## src/rtl/multiport_regfile.sv

```systemverilog
// multiport_regfile: 2-write / NUM_RD-read register file with per-register busy scoreboard.
// Define MULTIPORT_REGFILE_BYPASS_EN to forward same-cycle write data to the read ports.
module multiport_regfile #(
    parameter int DATA_W = 32,
    parameter int ADDR_W = 5,
    parameter int NUM_RD = 2
) (
    input  logic                     clk,
    input  logic                     rst,
    input  logic                     we0,
    input  logic [ADDR_W-1:0]        wa0,
    input  logic [DATA_W-1:0]        wd0,
    input  logic                     we1,
    input  logic [ADDR_W-1:0]        wa1,
    input  logic [DATA_W-1:0]        wd1,
    input  logic                     rsv_valid,
    input  logic [ADDR_W-1:0]        rsv_addr,
    output logic                     rsv_ready,
    input  logic [NUM_RD*ADDR_W-1:0] ra,
    output logic [NUM_RD*DATA_W-1:0] rd,
    output logic [NUM_RD-1:0]        rd_busy,
    output logic [ADDR_W:0]          busy_cnt
);
    localparam int DEPTH = 1 << ADDR_W;

    logic [DATA_W-1:0] mem [DEPTH];
    logic [DEPTH-1:0]  busy, busy_n, set, clr;
    logic [ADDR_W:0]   cnt_n;
    logic              rsv_fire;

    assign rsv_ready = rsv_valid & ((rsv_addr == '0) | ~busy[rsv_addr]);
    assign rsv_fire  = rsv_ready & (rsv_addr != '0);

    // A reservation only lands on a non-busy bit, so recounting busy_n matches the +1/-1 rule
    always_comb begin
        set = '0;
        clr = '0;
        for (int i = 1; i < DEPTH; i++) begin
            set[i] = rsv_fire & (rsv_addr == ADDR_W'(i));
            clr[i] = (we0 & (wa0 == ADDR_W'(i))) | (we1 & (wa1 == ADDR_W'(i)));
        end
        busy_n = set | (busy & ~clr);
        cnt_n = '0;
        for (int i = 0; i < DEPTH; i++)
            cnt_n = cnt_n + (ADDR_W+1)'(busy_n[i]);
    end

    always_ff @(posedge clk or posedge rst) begin
        if (rst) begin
            busy     <= '0;
            busy_cnt <= '0;
            for (int i = 0; i < DEPTH; i++)
                mem[i] <= '0;
        end else begin
            busy     <= busy_n;
            busy_cnt <= cnt_n;
            for (int i = 1; i < DEPTH; i++)
                if (we1 && wa1 == ADDR_W'(i))
                    mem[i] <= wd1;
                else if (we0 && wa0 == ADDR_W'(i))
                    mem[i] <= wd0;
        end
    end

    genvar k;
    generate
        for (k = 0; k < NUM_RD; k++) begin : g_rd
            logic [ADDR_W-1:0] a;
            assign a = ra[k*ADDR_W +: ADDR_W];
`ifdef MULTIPORT_REGFILE_BYPASS_EN
            logic h0, h1;
            assign h0 = we0 & (wa0 == a);
            assign h1 = we1 & (wa1 == a);
            assign rd[k*DATA_W +: DATA_W] = (a == '0) ? '0 : h1 ? wd1 : h0 ? wd0 : mem[a];
            assign rd_busy[k] = (h0 | h1) ? set[a] : busy[a];
`else
            assign rd[k*DATA_W +: DATA_W] = (a == '0) ? '0 : mem[a];
            assign rd_busy[k] = busy[a];
`endif
        end
    endgenerate
endmodule

```

## config.mk

```make
export PLATFORM = sky130hd
export DESIGN_NAME = multiport_regfile
export DESIGN_NICKNAME = d
export VERILOG_FILES = /design/src/rtl/multiport_regfile.sv
export SDC_FILE = /design/constraint.sdc
export NUM_CORES = 2
export LEC_CHECK = 0
export BUFFER_PORTS_ARGS = -buffer_cell sky130_fd_sc_hd__buf_2
export CAP_MARGIN = 20
export CORE_MARGIN = 2
export CORE_UTILIZATION = 50
export CTS_CLUSTER_DIAMETER = 80
export CTS_CLUSTER_SIZE = 16
export DETAILED_ROUTE_END_ITERATION = 10
export PLACE_DENSITY_LB_ADDON = 0.25
export SLEW_MARGIN = 20
export SYNTH_ARGS = -nofsm -noshare
export SYNTH_HDL_FRONTEND = slang
export SYNTH_SLANG_ARGS = --single-unit
```

## constraint.sdc

```tcl
create_clock -name clk -period 88.7 [get_ports clk]
set_input_delay 4.435 -clock clk [delete_from_list [all_inputs] [get_ports clk]]
set_output_delay 4.435 -clock clk [all_outputs]
set_load 0.1 [all_outputs]
```

==> impl_metrics.ini <==
[sta]
period_needed_ns = 13.23
finClkSkew_ns = 0.0228
fmax_ghz = 0.0756
fin_tns_setup_ns = 0
setup_viol = 0
timing.final.crit_share = 0.149
worst_slew_pin_slew_ns = 1.14
slew_violations = 0
whs_ns = 0.561
final.setup.worst_slack_ns = 75.47
finalHoldViolations = 0
rsz0062_at_grt = no
slew-limit-headroom = 0.238

[route]
totalWireLength_um = 243000
first_pass_iters = 8
vias_per_cell = 6.85
drt_iter0_markers = 7589
via_count = 52500
drtAntennaViolNets = 0
wl_per_cell_um = 31.7
drc = 0

[synth]
yosysTopAreaCell = dfrtp_1
synth_edf_count = 0
yosysWarnings = 32
synth_nets = 6410
netlist_instances = 6286
synth_flop_cell = dfrtp_1
synthArstFlopShare = 1.00
ys_types = 50
synth_area_um2 = 65400
netlist.area_leader.share = 0.394
yosysSeqAreaShare = 0.394
syn_area_per_cell_um2 = 10.4
synth_seq_cells = 1029
synthTopCellsByArea = dfrtp_1, mux2i_1, mux4_2

[floorplan]
die_h_um = 366
io_pins = 167
dieWidth_um = 366
die_area_um2 = 134000
start_util = 0.505
rows = 132
core-area_um2 = 130000

[setup_path]
path_cells = buf_8 > buf_12 > buf_4 > mux4_2 > mux2i_1 > and2_1 > o31ai_1 > buf_2
cp.arrival_ns = 8.80
path_class = in2out
crit_path_end_kind = primary output
path_buf_inv = 4
critPathMaxStageDelay_ns = 0.95
slowest_stage = buf_4
path_max_fanout = 89
startpoint_type = input port
worstPathRequired_ns = 84.26
critPathTopFamily = buffers and inverters

[power_and_ir_drop]
p_clk_frac = 0.215
p_leak_nw = 31.0
p_total_mw = 1.63
swShare = 0.361
power_frac_seq = 0.429
power_switching_uw = 588
peakVddDrop_mv = 0.0364
p_int_mw = 1.04
power-per-cell-area_nw_per_um2 = 23.7
comb_power_share = 0.356

[flow_run]
drv_cap = 0

[placement]
dp_slack_ns = 75.51
gp_congestion = 0.895
place_hpwl_um = 138000
portBuffers = 166
dpl_cell_area_um2 = 66600
placed_cells = 7564

[worst_hold_path]
hold_path_class = reg2reg

[grt]
antenna_found_initial = 23
overflow = 0
grt_pass1_vias = 50700
grt_pass1_wl_um = 354000
track_usage = 0.358
grt_max_degree = 157

[layout]
final_area_um2 = 68800
final_util = 0.531
mostFrequentLayoutCell = mux2i_1
final_cell_mix = mux2i_1, dfrtp_1, nor2_1, a21oi_1, mux4_2
syn_to_final_growth_pct = 5.18
instances_no_fill = 7670
drive_above_1_share = 0.156
nets = 6025

[clocking]
postCtsSetupBuffers = 0
cts_buffer_depth = 3
insertion_delay_ns = 0.71
clock_sinks = 1029
htreeDepth = 3
cts_resized = 0
cts_hold_buffers = 0
cts_made_buffers = 77
cts_tree = done
clk_pin_slew_worst_paths_ns = 0.07
clock-root-buffer = clkbuf_16

[outcome]
status = finished clean
## cell type report
cell class                 instances  area, µm²
multi-input combinational       4467      36700
sequential                      1029      25700
clock buffer                      87       2080
clock inverter                    10        104
antenna                            9       22.5
tap                             1742       2180
timing repair buffer             282       1790
fill                           11400      60800
inverter                          44        173
## cells in the mapped netlist, drive strengths merged, types with 3 or more instances
master	count
nor3	4
a211oi	67
nand2	347
and3	4
buf	273
and2	72
nor2	798
nand4b	4
a32o	12
nand4	5
fa	23
inv	44
ha	7
clkbuf	473
dfrtp	1029
o22ai	66
a31oi	34
mux4	402
nor3b	3
nand2b	11
mux2	66
o21ai	303
mux2i	1165
nor2b	17
o31ai	66
o21a	7
a22o	197
nand3	17
and4b	6
a32oi	11
a21oi	735
## state kept, by name (all words and copies together), names as in the netlist
| signal | flops |
|---|---|
| busy | 31 |
| busy_cnt | 6 |
| mem | 992 |
## worst min-delay path, stage by stage (launching register included)
cell and delay (ns):
dfrtp_1 0.38, nand2_1 0.06, a31oi_1 0.08
## logic make-up after synthesis
family	count (synthesis)	share of synthesized area
simple gates	1296	0.0812
xor+xnor	2	0.000268
buf+inv	790	0.0529
fa+ha+maj	30	0.00838
flops	1029	0.394
mux	1633	0.328
compound gates	1506	0.136
## final timing paths
kind,start,endpoint,slack (ns),cells past startpoint
setup / recovery,ra[5],rd[60],75.47,8
hold / removal,mem[518],mem[518],0.56,2
setup reg to reg,busy[1],busy_cnt[4],82.35,16
hold reg to reg,mem[518],mem[518],0.56,2
max in group asynchronous,rst,mem[823],81.59,5
min in group asynchronous,rst,busy_cnt[4],3.86,2
## per-layer routing
layer  part of all wire  routed length [µm]  global-route usage
met3               0.12               29500              0.0911
met2               0.44              107000               0.535
met4              0.057               14000               0.178
met1               0.38               92000               0.484
met5            0.00050                 122                   0
## power groups by stage
stage | Sequential [mW] | Clock, mW | Combinational [mW]
after floorplan | 0.681 | 0 | 0.465
after detailed placement | 0.703 | 0 | 0.577
final | 0.699 | 0.351 | 0.579
after global routing | 0.715 | 0.369 | 0.637
after CTS | 0.696 | 0.354 | 0.578
after global placement | 0.696 | 0 | 0.563
No activity file was read; power rests on OpenSTA's default activity.
